--- config.mk ---
export PLATFORM = sky130hd
export DESIGN_NAME = dmem_arbiter
export DESIGN_NICKNAME = d
export VERILOG_FILES = /design/src/rtl/dmem_pkg.sv /design/src/rtl/dmem_starve_ctr.sv /design/src/rtl/dmem_arbiter.sv
export SDC_FILE = /design/constraint.sdc
export NUM_CORES = 1
export LEC_CHECK = 0
export CAP_MARGIN = 20
export CORE_ASPECT_RATIO = 1.5
export CORE_MARGIN = 5
export CORE_UTILIZATION = 43
export DETAILED_ROUTE_END_ITERATION = 6
export GPL_TIMING_DRIVEN = 0
export HOLD_SLACK_MARGIN = 0.02
export MAX_ROUTING_LAYER = met4
export PLACE_DENSITY = 0.88
export SLEW_MARGIN = 5
export SYNTH_ARGS = -nofsm -noshare
export SYNTH_HDL_FRONTEND = slang
export SYNTH_SLANG_ARGS = --single-unit
--- constraint.sdc ---
create_clock -name clk -period 9.5 [get_ports clk]
set_input_delay 2.375 -clock clk [delete_from_list [all_inputs] [get_ports clk]]
set_output_delay 2.375 -clock clk [all_outputs]
set_load 0.01 [all_outputs]
--- src/rtl/dmem_pkg.sv ---
// Shared constants for the data-memory arbiter: port IDs, read-owner state encoding, default widths.
package dmem_pkg;

    localparam int DEF_ADDR_W     = 10;
    localparam int DEF_DATA_W     = 32;
    localparam int DEF_STARVE_MAX = 4;

    localparam logic PORT_CPU = 1'b0;
    localparam logic PORT_DBG = 1'b1;

    // State records which port owns the read currently returning from RAM.
    localparam logic [1:0] ST_IDLE   = 2'd0;
    localparam logic [1:0] ST_CPU_RD = 2'd1;
    localparam logic [1:0] ST_DBG_RD = 2'd2;

endpackage

--- src/rtl/dmem_starve_ctr.sv ---
// Counts consecutive cycles the debug port waits unserved; flags a forced grant at STARVE_MAX.
module dmem_starve_ctr
    import dmem_pkg::*;
#(
    parameter int STARVE_MAX = DEF_STARVE_MAX
) (
    input  logic clk,
    input  logic rst,
    input  logic inc,
    input  logic clr,
    output logic force_dbg
);

    localparam logic [3:0] MAX = 4'(STARVE_MAX);

    logic [3:0] cnt;

    always_ff @(posedge clk or posedge rst) begin
        if (rst) begin
            cnt <= 4'd0;
        end else if (clr) begin
            cnt <= 4'd0;
        end else if (inc && (cnt != MAX)) begin
            cnt <= cnt + 4'd1;
        end
    end

    assign force_dbg = (cnt == MAX);

endmodule

--- src/rtl/dmem_arbiter.sv ---
// Two-port arbiter (CPU priority, DBG starvation guard, DBG halt-lock) in front of a single-port sync RAM.
// Grants are combinational; read data and rvalid appear the cycle after the read grant.
module dmem_arbiter
    import dmem_pkg::*;
#(
    parameter int ADDR_W     = DEF_ADDR_W,
    parameter int DATA_W     = DEF_DATA_W,
    parameter int STARVE_MAX = DEF_STARVE_MAX
) (
    input  logic              clk,
    input  logic              rst,

    input  logic              cpu_req,
    input  logic              cpu_we,
    input  logic [ADDR_W-1:0] cpu_addr,
    input  logic [DATA_W-1:0] cpu_wdata,
    output logic              cpu_gnt,
    output logic              cpu_ready,
    output logic              cpu_rvalid,
    output logic [DATA_W-1:0] cpu_rdata,

    input  logic              dbg_req,
    input  logic              dbg_we,
    input  logic [ADDR_W-1:0] dbg_addr,
    input  logic [DATA_W-1:0] dbg_wdata,
    input  logic              dbg_lock,
    output logic              dbg_gnt,
    output logic              dbg_rvalid,
    output logic [DATA_W-1:0] dbg_rdata,

    output logic [ADDR_W-1:0] mem_addr,
    output logic              mem_we,
    output logic [DATA_W-1:0] mem_din,
    input  logic [DATA_W-1:0] mem_dout
);

    logic              force_dbg;
    logic              sel;
    logic              any_gnt;
    logic [1:0]        state;
    logic [1:0]        state_nxt;
    logic [ADDR_W-1:0] addr_q;
    logic [DATA_W-1:0] din_q;
    logic [DATA_W-1:0] cpu_rdata_q;
    logic [DATA_W-1:0] dbg_rdata_q;

    dmem_starve_ctr #(
        .STARVE_MAX (STARVE_MAX)
    ) u_starve (
        .clk       (clk),
        .rst       (rst),
        .inc       (dbg_req & ~dbg_gnt & ~dbg_lock),
        .clr       (dbg_gnt | ~dbg_req),
        .force_dbg (force_dbg)
    );

    // Grants are masked by rst so nothing reaches the RAM while reset is held.
    always_comb begin
        cpu_gnt = 1'b0;
        dbg_gnt = 1'b0;
        if (!rst) begin
            if (dbg_lock) begin
                dbg_gnt = dbg_req;
            end else if (force_dbg && dbg_req) begin
                dbg_gnt = 1'b1;
            end else if (cpu_req) begin
                cpu_gnt = 1'b1;
            end else if (dbg_req) begin
                dbg_gnt = 1'b1;
            end
        end
    end

    assign any_gnt   = cpu_gnt | dbg_gnt;
    assign sel       = dbg_gnt ? PORT_DBG : PORT_CPU;
    assign cpu_ready = ~rst & (~cpu_req | cpu_gnt);

    always_comb begin
        mem_we   = 1'b0;
        mem_addr = addr_q;
        mem_din  = din_q;
        if (any_gnt) begin
            mem_we   = (sel == PORT_DBG) ? dbg_we    : cpu_we;
            mem_addr = (sel == PORT_DBG) ? dbg_addr  : cpu_addr;
            mem_din  = (sel == PORT_DBG) ? dbg_wdata : cpu_wdata;
        end
    end

    always_comb begin
        state_nxt = ST_IDLE;
        if (cpu_gnt && !cpu_we) begin
            state_nxt = ST_CPU_RD;
        end else if (dbg_gnt && !dbg_we) begin
            state_nxt = ST_DBG_RD;
        end
    end

    always_ff @(posedge clk or posedge rst) begin
        if (rst) begin
            state       <= ST_IDLE;
            addr_q      <= '0;
            din_q       <= '0;
            cpu_rdata_q <= '0;
            dbg_rdata_q <= '0;
        end else begin
            state  <= state_nxt;
            addr_q <= mem_addr;
            din_q  <= mem_din;
            if (cpu_rvalid) begin
                cpu_rdata_q <= mem_dout;
            end
            if (dbg_rvalid) begin
                dbg_rdata_q <= mem_dout;
            end
        end
    end

    // RAM output register already provides the flop; the owner sees douta directly
    // in the return cycle and a captured copy afterwards.
    assign cpu_rvalid = (state == ST_CPU_RD);
    assign dbg_rvalid = (state == ST_DBG_RD);
    assign cpu_rdata  = cpu_rvalid ? mem_dout : cpu_rdata_q;
    assign dbg_rdata  = dbg_rvalid ? mem_dout : dbg_rdata_q;

endmodule
==> qor.txt <==
CTS tree: built
Io pins: 235
GR Overflow Total: 0
Largest family of logic cells by synthesized area: compound AO/OA/AOI/OAI gates
Final Skew: 0.0145 ns
Vias in the first global route: 5657
Die Area: 15100 µm²
CP Class: in2out
Clock buffer count from CTS: 9
Setup bufs post-CTS: 0
Core ar.: 12400 µm²
Synth area leader: dfrtp_1
Hold Crit Class: reg2reg
Drt pass-1 iters: 4
Area of the mapped netlist: 5460 µm²
Asr flop ratio synth: 1.00
# DRC: 0
Crit path capture type: output port
Multiplexer area fraction after synthesis: 0.132
Antenna diodes: 0
Max-slew violation count: 0
Syn Area/Cell: 11.7 µm²
Worst setup margin: 1.79 ns
Sequential fraction of the synthesis area: 0.514
Status: finished clean
Synth Register Bits: 112
1st-iter DRT viols: 218
Post-synthesis xor/xnor area fraction: 0
Clock slew at reported path FFs: 0.08 ns
Synth Flop Type: dfrtp_1
Netlist cell types: 35
Pwr per Cell Area: 181 nW/µm²
DP Worst Slack: 1.74 ns
Final Hold Vio Count: 0
Peak VDD IR: 145 µV
Final Cycle Share: 0.811
WL final: 18.1 mm
Vias per cell: 5.65
EDFF count, synth: 0
Synth area leaders: dfrtp_1 51%, mux2_2 13%, o211a_1 7.7%, a2bb2oi_1 6.7%, nor3b_1 5.8%
Largest net degree at the start of global routing: 62
Rel. slew slack: 0.415
Top layer in use: met4
Metal2 WL: 9.41 mm
CP arrival: 5.33 ns
LEAKAGE: 3.46 nW
RSZ-0062 raised after global routing: no
First-pass GRT wire length: 29.0 mm
Synth top cells by count: 112 x dfrtp_1, 64 x mux2_2, 47 x nor2_1
Post-Synth Simple-Gate Area: 0.114
Area growth syn-to-layout: 52.3%
Clock Tree Buf Depth: 2
Adder-Cell Fraction of Synth Area: 0.00459
Endpoints failing setup: 0
Share of the synthesized area in the top cell type: 0.514
Finished Cell Area: 8310 µm²
Crit Path Max Fanout: 61
Routability cong.: 0.825
Max Clk Rate: 0.130 GHz
Critical path launch point type: input pin
Maxcap violations: 0
Total global-route track usage: 0.249
Chip Height: 148 µm
Port Buf Inserts: 233
Met3 wirelength from detailed routing: 1.54 mm
DR WL/cell: 20.7 µm
Die Width: 102 µm
Share of cells above drive strength 1: 0.131
Vias: 4936
Syn nets: 593
FP Rows: 50
Placed Area: 8010 µm²
# nets final: 838
Total power: 1.50 mW
Compound-gate portion of the synthesized area: 0.194
Met1 WL: 6.88 mm
Worst-Skew Late Latency: 0.34 ns
Most common cell in the synthesized netlist: dfrtp_1
Hpwl dp: 13.7 mm
CTS H-tree lvls: 3
Initial antenna violation count: 0
Data required, critical path: 7.13 ns
Cts hold-fix bufs: 0
Count of cells resized by post-cts repair: 0
Slew of the pin with the lowest slew margin: 0.878 ns
CTS Sinks: 112
Initial Util: 0.438
Post-detailed-route count of antenna-violating nets: 0
# fillers: 919
Post-Synthesis Cells: 468
Final min period: 7.71 ns
Synthesis Warnings: 0
Clock Root Buffer: clkbuf_16
==> cell type report <==
type / instances / area (µm²) / area share
plain buffers: 41 / 209 / 0.0251
clock buffers: 10 / 229 / 0.0276
clock inverters: 6 / 67.6 / 0.00813
inverters: 5 / 18.8 / 0.00226
multi-input cells: 310 / 2430 / 0.292
flip-flops and latches: 112 / 2800 / 0.337
well taps: 156 / 195 / 0.0235
repair buffers: 234 / 2360 / 0.284
==> flip-flops by register name (all words and copies together) (netlist names) <==
register,cells
u_starve.cnt,4
addr_q,10
cpu_rdata_q,32
state,2
din_q,32
dbg_rdata_q,32
==> layer usage <==
| layer | vias to the layer above | track usage |
|---|---|---|
| met1 | 2456 | 0.281 |
| met3 | 24 | 0.0770 |
| met5 | - | - |
| met2 | 234 | 0.425 |
| li1 | 2222 | - |
| met4 | 0 | 0.0657 |
==> cell usage in the layout, fill, tap and decap left out, types with 2 or more instances in the layout <==
cell type / instances
nand2_1: 3
nor2b_1: 2
clkinv_8: 2
o211a_1: 42
dfrtp_1: 112
clkbuf_1: 26
nor3_1: 2
a21oi_1: 2
nor3b_1: 42
inv_1: 4
or3_1: 2
inv_6: 4
clkdlybuf4s50_1: 233
mux2_2: 64
buf_6: 6
nor2_1: 47
nand3b_1: 2
ha_1: 2
clkbuf_16: 9
buf_2: 5
a2bb2oi_1: 42
o21ai_0: 43
buf_1: 4
==> stage by stage <==
stage | std cells | util | hold WS (ns) | TNS [ns]
finish | 874 | 0.668 | 0.505 | 0
global route | 874 | 0.668 | 0.521 | 0
CTS | 874 | 0.668 | 0.503 | 0
floorplan | 468 | - | 0.512 | 0
global placement | 857 | 0.641 | 0.479 | -16.15
detailed placement | 858 | 0.644 | 0.482 | 0
==> power by group <==
group          switching [mW]  internal (mW)
combinational           0.213          0.309
sequential             0.0345          0.568
clock                   0.191          0.187
total                   0.438           1.06
==> worst max-delay path, cell delays in order <==
cell             delay (ns)
clkdlybuf4s50_1        0.45
buf_2                  0.22
inv_2                  0.16
clkbuf_4               0.75
buf_16                 0.35
a2bb2oi_1              0.24
o211a_1                0.19
clkdlybuf4s50_1        0.56
==> path summary, 6_finish.rpt <==
path	depth (start not counted)	end	from	slack, ns
max	8	mem_addr[8]	rst	1.79
min	1	dbg_rdata_q[11]	dbg_rdata_q[11]	0.50
max reg2reg	7	state[1]	u_starve.cnt[0]	7.45
min reg2reg	1	dbg_rdata_q[11]	dbg_rdata_q[11]	0.50
max in group asynchronous	5	addr_q[6]	rst	5.65
min in group asynchronous	4	dbg_rdata_q[23]	rst	3.07
==> cell families after synthesis <==
logic type,Yosys count
compound gates,135
flops,112
simple gates,109
mux,64
buf+inv,46
fa+ha+maj,2
No activity file was read; power rests on OpenSTA's default activity.
